<file path="config.mk">
export PLATFORM = sky130hd
export DESIGN_NAME = mult_top
export DESIGN_NICKNAME = d
export VERILOG_FILES = /design/src/rtl/mul_pkg.sv /design/src/rtl/mult_datapath.sv /design/src/rtl/mult_top.sv
export SDC_FILE = /design/constraint.sdc
export NUM_CORES = 1
export LEC_CHECK = 0
export CORE_MARGIN = 4
export CORE_UTILIZATION = 35
export DETAILED_ROUTE_END_ITERATION = 16
export GPL_ROUTABILITY_DRIVEN = 0
export PLACE_DENSITY = 0.54
export SLEW_MARGIN = 30
export SYNTH_ARGS = -nofsm -noshare
export SYNTH_HDL_FRONTEND = slang
export SYNTH_HIERARCHICAL = 1
export SYNTH_SLANG_ARGS = --single-unit
</file>
<file path="constraint.sdc">
create_clock -name clk -period 3.5 [get_ports clk]
set_clock_uncertainty 0.2 [all_clocks]
set_input_delay 0.7 -clock clk [delete_from_list [all_inputs] [get_ports clk]]
set_output_delay 0.7 -clock clk [all_outputs]
set_load 0.01 [all_outputs]
</file>
<file path="src/rtl/mul_pkg.sv">
// Shared definitions for the shift-add multiplier.
// Holds the FSM state encoding and default operand width.
package mul_pkg;

  localparam int WIDTH_DEF = 10;

  typedef enum logic [1:0] {
    S_IDLE = 2'd0,
    S_CALC = 2'd1,
    S_DONE = 2'd2
  } state_t;

endpackage

</file>
<file path="src/rtl/mult_datapath.sv">
// Multiplier datapath: acc/mcand/mplier/cnt, adder, P/ov regs.
// Ports: load/step/capture controls, a/b operands, p/ov/last out.
module mult_datapath
  import mul_pkg::*;
#(
  parameter int WIDTH = WIDTH_DEF
) (
  input  logic             clk,
  input  logic             rst,
  input  logic             load,
  input  logic             step,
  input  logic             capture,
  input  logic [WIDTH-1:0] a,
  input  logic [WIDTH-1:0] b,
  output logic [WIDTH-1:0] p,
  output logic             ov,
  output logic             last
);

  localparam int CW = $clog2(WIDTH) + 1;
  localparam int PW = 2 * WIDTH;

  logic [PW-1:0]    acc;
  logic [PW-1:0]    mcand;
  logic [WIDTH-1:0] mplier;
  logic [CW-1:0]    cnt;
  logic [PW-1:0]    sum;

  // Updated accumulator for this iteration; also feeds P/ov on
  // the final step so the result lands on the same edge.
  assign sum  = acc + (mplier[0] ? mcand : '0);
  assign last = (cnt == CW'(WIDTH - 1));

  always_ff @(posedge clk) begin
    if (rst) begin
      acc    <= '0;
      mcand  <= '0;
      mplier <= '0;
      cnt    <= '0;
      p      <= '0;
      ov     <= 1'b0;
    end else begin
      if (load) begin
        acc    <= '0;
        mcand  <= {{WIDTH{1'b0}}, a};
        mplier <= b;
        cnt    <= '0;
      end else if (step) begin
        acc    <= sum;
        mcand  <= mcand << 1;
        mplier <= mplier >> 1;
        cnt    <= cnt + 1'b1;
      end
      if (capture) begin
        p  <= sum[WIDTH-1:0];
        ov <= |sum[PW-1:WIDTH];
      end
    end
  end

endmodule

</file>
<file path="src/rtl/mult_top.sv">
// Sequential unsigned shift-add multiplier, start/busy/valid/ov.
// Ports: clk, rst, start, A, B in; P, busy, valid, ov out.
module mult_top
  import mul_pkg::*;
#(
  parameter int WIDTH = WIDTH_DEF
) (
  input  logic             clk,
  input  logic             rst,
  input  logic             start,
  input  logic [WIDTH-1:0] A,
  input  logic [WIDTH-1:0] B,
  output logic [WIDTH-1:0] P,
  output logic             busy,
  output logic             valid,
  output logic             ov
);

  state_t state;
  logic   load;
  logic   step;
  logic   capture;
  logic   last;

  // start is only honoured when not computing
  assign load    = start && (state == S_IDLE || state == S_DONE);
  assign step    = (state == S_CALC);
  assign capture = step && last;

  always_ff @(posedge clk) begin
    if (rst) begin
      state <= S_IDLE;
      busy  <= 1'b0;
      valid <= 1'b0;
    end else begin
      unique case (state)
        S_IDLE, S_DONE: begin
          if (start) begin
            state <= S_CALC;
            busy  <= 1'b1;
            valid <= 1'b0;
          end
        end
        S_CALC: begin
          if (last) begin
            state <= S_DONE;
            busy  <= 1'b0;
            valid <= 1'b1;
          end
        end
        default: begin
          state <= S_IDLE;
          busy  <= 1'b0;
          valid <= 1'b0;
        end
      endcase
    end
  end

  mult_datapath #(
    .WIDTH(WIDTH)
  ) u_dp (
    .clk    (clk),
    .rst    (rst),
    .load   (load),
    .step   (step),
    .capture(capture),
    .a      (A),
    .b      (B),
    .p      (P),
    .ov     (ov),
    .last   (last)
  );

endmodule

</file>
# == Word level (Yosys, flattened, before mapping) ==
# Cells that the tools add are included.
# classes
eq_ne,5
reduce_logical,9
mux,14
add_sub_neg,2
# ops
op,n
10-bit two-way mux,4
20-bit adder,1
20-bit two-way mux,1
10-bit OR reduction,1
5-bit by 1-bit adder with 5-bit output (second input constant),1
5-bit by 4-bit equality test with 1-bit output (second input constant),1
1-bit two-way mux,4
2-bit two-way mux,2
1-bit case mux with 2 select lines,2
2-bit case mux with 2 select lines,1
2-bit OR reduction,2
2-bit by 1-bit equality test with 1-bit output (second input constant),1
2-bit equality test (second input constant),1
1-bit logical AND,2
2-bit zero test,1
2-bit by 1-bit != test with 1-bit output (second input constant),1
2-bit != test (second input constant),1
2-bit AND reduction,1
2-bit nonzero test,1
1-bit logical OR,1
# word_totals
reg_bits,70
inputBits,23
output_inout_bits,13

# == Longest topological paths before layout ==
# Gate-level depths: netlist of the first run.
# logic_depth
depth_word,4
depth_mapped,12

# == Hierarchy ==
# The synthesis of the first run kept the hierarchy.
# by_module_without_submodules
module,instances,area_each_um2,cells_per_inst
mult_datapath,1,3614.7,418
mult_top,1,131.4,15

# == Worst setup path after synthesis of the first run ==
# No wires, ideal clock.
# synth_path
path_kind,reg2reg
startpoint,register u_dp.mplier[0]
endpoint,register u_dp.ov
path_buffers,1
path_stages_with_launch,13
arrival_ns,2.817
setup_time_ns,0.125
slack_ns,0.357
cell_sequence,dfxtp_1 -> clkbuf_1 -> and2_1 -> ha_1 -> fa_1 -> a21o_1 -> a221o_1 -> a2111oi_4 -> o31ai_1 -> a211oi_2 -> nor2_1 -> nor4_2 -> a21oi_1
# synth_via
elab_chain_cells,3
# synth_lines
item,line,rtl
from (decl),mult_datapath.sv:25,logic [WIDTH-1:0] mplier;
from (signal assigned),mult_datapath.sv:51,mplier <= mplier >> 1;
20-bit two-way mux,mult_datapath.sv:31,assign sum = acc + (mplier[0] ? mcand : '0);
20-bit adder,mult_datapath.sv:31,
10-bit OR reduction,mult_datapath.sv:56,ov <= |sum[PW-1:WIDTH];
to (signal assigned),mult_datapath.sv:56,
to (decl),mult_datapath.sv:16,"output logic ov,"
# Every way passes these cells.
# A chain may end at the register's enable or synchronous reset.

# == Final worst setup path of the first run ==
# Same ends and word-level chain as after synthesis.

==> results of run 1 <==
cell families (layout without fill, tap and decap cells):
logic type | count (synthesis) | in the layout
flip-flops | 69 | 69
XOR/XNOR | 18 | 18
buffers and inverters | 28 | 62
adder cells (fa/ha/maj) | 22 | 22
AO/OA/AOI/OAI | 84 | 84
AND/OR/NAND/NOR | 160 | 160
multiplexers | 52 | 52
sequential cells by signal, summed over array words and instances (netlist names):
register,cells
state,2
u_dp/acc,20
u_dp/cnt,5
u_dp/mcand,20
u_dp/mplier,10
u_dp/ov,1
u_dp/p,10
valid,1
path summary, 6_finish.rpt:
check / from / endpoint / slack (ns)
worst min register to register: u_dp/p[2] / u_dp/p[2] / 0.29
worst min-delay path: u_dp/p[2] / u_dp/p[2] / 0.29
worst max-delay path: u_dp/mplier[0] / u_dp/ov / 0.25
worst max register to register: u_dp/mplier[0] / u_dp/ov / 0.25
power by group through the flow:
stage	clock network, mW	logic (mW)	registers, mW
after detailed placement	0	0.161	0.837
after global routing	0.775	0.179	0.821
after floorplan	0	0.109	0.832
after global placement	0	0.161	0.836
final	0.719	0.159	0.818
after CTS	0.748	0.162	0.818
area by class of cell:
class | instances | share of cell area
clock buffers | 9 | 0.0278
multi-input cells | 336 | 0.508
flip-flops and latches | 69 | 0.310
clock inverters | 6 | 0.0199
well taps | 136 | 0.0382
inverters | 7 | 0.00590
repair buffers | 40 | 0.0899
cells in the mapped netlist (all sizes together), types with 3 or more instances:
| library cell | instances | area, um2 |
|---|---|---|
| and3 | 3 | 18.8 |
| or2 | 3 | 18.8 |
| inv | 7 | 26.3 |
| o21a | 3 | 22.5 |
| ha | 21 | 263 |
| buf | 4 | 16.3 |
| xor2 | 7 | 61.3 |
| nor2 | 87 | 327 |
| a211oi | 5 | 42.5 |
| clkbuf | 17 | 63.8 |
| nand2 | 18 | 67.6 |
| nor3b | 3 | 22.5 |
| a21o | 8 | 60.1 |
| dfxtp | 69 | 1380 |
| nor2b | 4 | 25.0 |
| xnor2 | 11 | 96.3 |
| and2 | 21 | 131 |
| nand3 | 4 | 20.0 |
| o21ai | 9 | 45.0 |
| o31ai | 3 | 22.5 |
| nor3 | 7 | 35.0 |
| a21oi | 40 | 200 |
| mux2i | 52 | 521 |
per-layer routing:
| metal | vias up | part of all wire |
|---|---|---|
| li1 | 1567 | - |
| met1 | 1361 | 0.49 |
| met2 | 65 | 0.44 |
| met3 | 12 | 0.052 |
| met4 | 0 | 0.016 |
| met5 | - | 0 |
stage by stage:
step,hold WS [ns],std cells,setup WS [ns],area [um2]
final,0.295,603,0.255,4450
after global routing,0.308,603,0.0523,4450
after CTS,0.291,603,0.265,4450
after detailed placement,0.278,588,0.293,4240
after global placement,0.262,588,0.301,4240
after floorplan,0.250,433,0.357,3750
worst max-delay path, cell delays in order (launching register included):
cell and delay [ns]:
dfxtp_1 0.33, buf_4 0.19, and2_1 0.18, fa_1 0.44, a21o_1 0.20, a221o_1 0.39
a2111oi_4 0.40, o31ai_1 0.14, a211oi_2 0.22, nor2_1 0.09, nor4_2 0.29, a21oi_1 0.09
timing repair:
| item | in CTS | in global routing |
|---|---|---|
| setup endpoints to repair | 0 | 2 |
| hold buffers | 0 | 0 |
| resized for setup | 0 | 1 |
==> out/metrics.csv, run 1 <==
stage;metric;value;unit
placement;port_buffers;35;
clocking;cts.sinks;69;
routing;drt-total-wl;8330;um
layout;layout-area-overhead-vs-synth;18.9;%
sta;fmax;308;MHz
synth;synthSimpleGateAreaFrac;0.199;
min_path;hold_depth;2;
clocking;cts_setup_buffers;0;
sta;relSlewSlack;0.537;
global_route;grtUsageMet2;0.224;
setup_path;cp_max_fo;19;
run;drv_cap;0;
power_and_ir_drop;switching_share;0.249;
clocking;numCtsBuffers;9;
power_and_ir_drop;ir_worst_vdd;0.141;mV
synth;synth_xor_area_frac;0.0421;
status;status;finished clean;
layout;final_cell_mix;nor2_1 (87), dfxtp_1 (69), mux2i_1 (52);
power_and_ir_drop;finalPower;1.70;mW
synth;synth_top_family_by_area;simple AND/OR/NAND/NOR gates;
clocking;clk_latency;0.35;ns
synth;postSynthCellCount;433;
global_route;use_met3;0.0375;
sta;finalCriticalPeriod;3.25;ns
placement;place_hpwl;5850;um
setup_path;endpoint_kind;flop;
synth;ys_seq_elements;69;
floorplan;core-area;10400;um2
setup_path;cp-start-kind;flop;
global_route;grt_overflow_total;0;
clocking;cts_tree;built;
clocking;clk_pin_slew;0.08;ns
power_and_ir_drop;seq_power_share;0.482;
floorplan;die_h;111;um
routing;drt-pass1-iter-count;4;
setup_path;critPathArrivalTime;3.28;ns
synth;muxShareOfSynthArea;0.139;
power_and_ir_drop;powerDensity;381;nW/um2
synth;yosysSeqAreaShare;0.369;
setup_path;r2r_cells;11;
synth;synthAdderAreaFrac;0.0755;
synth;synth_area;3750;um2
synth;synth_fp_nets;478;
sta;fin_tns_setup;0;ns
sta;hold_viol;0;
global_route;grt_busiest_layer;met2;
synth;ys.warnings.count;6;
routing;drc_errors;0;
floorplan;die_area;12400;um2
global_route;grt_usage;0.141;
synth;synth-compound-area-share;0.147;
power_and_ir_drop;p_comb_frac;0.094;
synth;ys_async_sr_fraction;0;
synth;ys_types;48;
sta;worst_slew_pin_slew;0.695;ns
global_route;grt_max_degree;42;
clocking;root_buffer;clkbuf_8;
min_path;holdCritPathClass;reg2reg;
sta;min_period_over_period;0.927;
routing;vias;3005;
layout;multi_input_area;2260;um2
synth;avgSynthCellArea;8.65;um2
global_route;grt_pass1_wl;14400;um
global_route;grtUsageMet1;0.185;
global_route;antenna_found_initial;0;
sta;rsz0062_at_grt;no;
sta;drv_slew;0;
power_and_ir_drop;p_int;1.27;mW
routing;wl_per_cell;13.8;um
layout;fillers;1066;
layout;final-seq-area;1380;um2
layout;mostFrequentLayoutCell;nor2_1;
layout;n_antenna_cell;0;
floorplan;initial_utilization;0.361;
clocking;htree_levels;3;
power_and_ir_drop;p_clk_frac;0.424;
synth;synth-edff-count;0;
power_and_ir_drop;p_sw;423;uW
synth;ys.flop_type;dfxtp_1;
routing;viasPerCell;4.98;
global_route;grt_pass1_vias;3039;
layout;fin_util;0.430;
layout;final_nets;508;
setup_path;critical_path_class;reg2reg;
floorplan;io_pins;36;
sta;setup_viol;0;
floorplan;fp.dieW;111;um
floorplan;rows;37;
setup_path;critPathRequiredTime;3.53;ns
routing;detail_route.iter0.violations;108;
layout;drive_gt1_frac;0.0685;
power_and_ir_drop;p_leak;1.82;nW
routing;antenna_left;0;
clocking;clockBufferDepth;2;
Power figures use the tool's default switching activity.
==> inputs of run 2 (changes only) <==
Settings changed: GPL_ROUTABILITY_DRIVEN 0 to 1.
==> results of run 2 <==
The final DEF is identical to that of run 1; final timing and power are the same.
==> variant: new RTL, flow settings as in run 2 <==
The package constant `WIDTH_DEF` goes from 10 to 20.
--- a/src/rtl/mul_pkg.sv
+++ b/src/rtl/mul_pkg.sv
@@ -3,5 +3,5 @@
 package mul_pkg;
 
-  localparam int WIDTH_DEF = 10;
+  localparam int WIDTH_DEF = 20;
 
   typedef enum logic [1:0] {
Interface: changed (resized A, B and P); port bits go from 36 to 66. The function was not compared with the original's and may differ.
==> variant against run 2 <==
The flow now finishes with violations (setup timing); cell area grew 130%; wire length increased by 130%; global-route usage up 2.2 points; total power grew 120%; sequential cell count grew 61; cell count up 120%; clock power grew to 2.6 times the old value; worst setup slack worse by 0.39 ns; area after synthesis is 98% higher; critical endpoint unchanged.
==> variant: results (changes against run 2) <==
** STA
- Setup violators final :: 2 (was 0)
- The post-layout worst setup margin came to -0.131 ns (was 0.255 ns).

** Outcome
- Outcome :: finished, violations left (was finished, final reports clean)
- Failing checks :: setup timing

** Final layout
- The portion of the layout cell area used by clock cells came to 5.95% (was 4.78%).
- Layout inverter count without the clock tree :: 8 (was 7)
- Combined area of the multi-input logic cells :: 5040 µm² (was 2260 µm²)
- Number of cells in the finished layout apart from fillers :: 1336 (was 603)
- Number of buffers other than clock buffers in the final layout :: 195 (was 40)
- Final net count :: 1132 (was 508)
- Multi-input combinational cell count :: 696 (was 336)
- The share of cells above drive strength 1 was 23.0% (was 6.85%).
- Largest registers: u_dp/acc x40, u_dp/mcand x40 (was u_dp/acc x20, u_dp/mcand x20).

** Power
- Leakage :: 4.11 nW (was 1.82 nW)
- The worst-case vdd ir drop is 0.299 mV (was 0.141 mV).

** Detailed routing
- Met2 routed WL :: 8900 µm (was 3660 µm)
- Met3 wire length :: 628 µm (was 432 µm)
- The final routed wirelength across all metal layers is 19400 µm (was 8330 µm).
- The routed metal-1 wirelength was 9560 µm (was 4100 µm).

** Logic synthesis
- The synthesized area per cell was 8.39 µm² (was 8.65 µm²).
- Synth area leaders: sky130_fd_sc_hd__dfxtp_1, sky130_fd_sc_hd__mux2i_1, sky130_fd_sc_hd__nor2_1, sky130_fd_sc_hd__ha_1, sky130_fd_sc_hd__a21oi_1 (unchanged).
- The adder-cell area share of the yosys netlist is 7.01% (was 7.55%).
- The xor and xnor area share after synthesis is 4.84% (was 4.21%).
- Top cells by instance count after synthesis :: sky130_fd_sc_hd__nor2_1, sky130_fd_sc_hd__dfxtp_1, sky130_fd_sc_hd__mux2i_1, sky130_fd_sc_hd__a21oi_1, sky130_fd_sc_hd__and2_1 (was sky130_fd_sc_hd__nor2_1, sky130_fd_sc_hd__dfxtp_1, sky130_fd_sc_hd__mux2i_1, sky130_fd_sc_hd__a21oi_1)
- Number of library cell types mapped by synthesis :: 60 (was 48)
- Proportion of synthesized area in mux cells :: 14.8% (was 13.9%)
- The synthesized net count came to 969 (was 478).

** GRT
- The met3 global-route usage was 3.35% (was 3.75%).
- The met2 track demand over resource in global routing is 26.2% (was 22.4%).
- Overall Global Routing Usage :: 16.3% (was 14.1%)

** Worst setup path
- The maximum fanout count along the critical path came to 23 (was 19).

** CTS
- The H-tree depth is 4 (was 3).
[variant: cell types whose count changed after synthesis, moves of 15 or more]
cell / delta
sky130_fd_sc_hd__nor2_1: +93
sky130_fd_sc_hd__dfxtp_1: +61
sky130_fd_sc_hd__mux2i_1: +58
sky130_fd_sc_hd__a21oi_1: +41
sky130_fd_sc_hd__nand2_1: +23
sky130_fd_sc_hd__and2_1: +22
sky130_fd_sc_hd__o21ai_0: +22
sky130_fd_sc_hd__ha_1: +19
sky130_fd_sc_hd__clkbuf_1: +18
sky130_fd_sc_hd__xnor2_1: +15
[variant: worst max-delay path: stages (launching register included)]
cell	delay (ns)
sky130_fd_sc_hd__dfxtp_2	0.34
sky130_fd_sc_hd__buf_12	0.15
sky130_fd_sc_hd__and2_1	0.16
sky130_fd_sc_hd__ha_1	0.31
sky130_fd_sc_hd__buf_4	0.15
sky130_fd_sc_hd__nand4_1	0.12
sky130_fd_sc_hd__buf_4	0.17
sky130_fd_sc_hd__a211oi_2	0.20
sky130_fd_sc_hd__o31a_1	0.24
sky130_fd_sc_hd__nor2_2	0.07
sky130_fd_sc_hd__o211ai_1	0.15
sky130_fd_sc_hd__o21ai_1	0.10
sky130_fd_sc_hd__xor2_1	0.22
sky130_fd_sc_hd__or4b_4	0.51
sky130_fd_sc_hd__nor4_4	0.30
sky130_fd_sc_hd__a211oi_2	0.10
[variant: where the power goes]
| group | switching (mW) | internal, mW | leakage (nW) |
|---|---|---|---|
| Clock | 0.766 | 1.09 | 0.299 |
| Sequential | 0.0252 | 1.52 | 1.05 |
| Combinational | 0.182 | 0.167 | 2.76 |
| Total | 0.974 | 2.77 | 4.11 |
[variant: timing repair]
item	in CTS	in global routing
resized for setup	30	49
pin swaps	16	21
setup endpoints to repair	3	6
buffers inserted	9	4
endpoints found under the hold margin	0	0
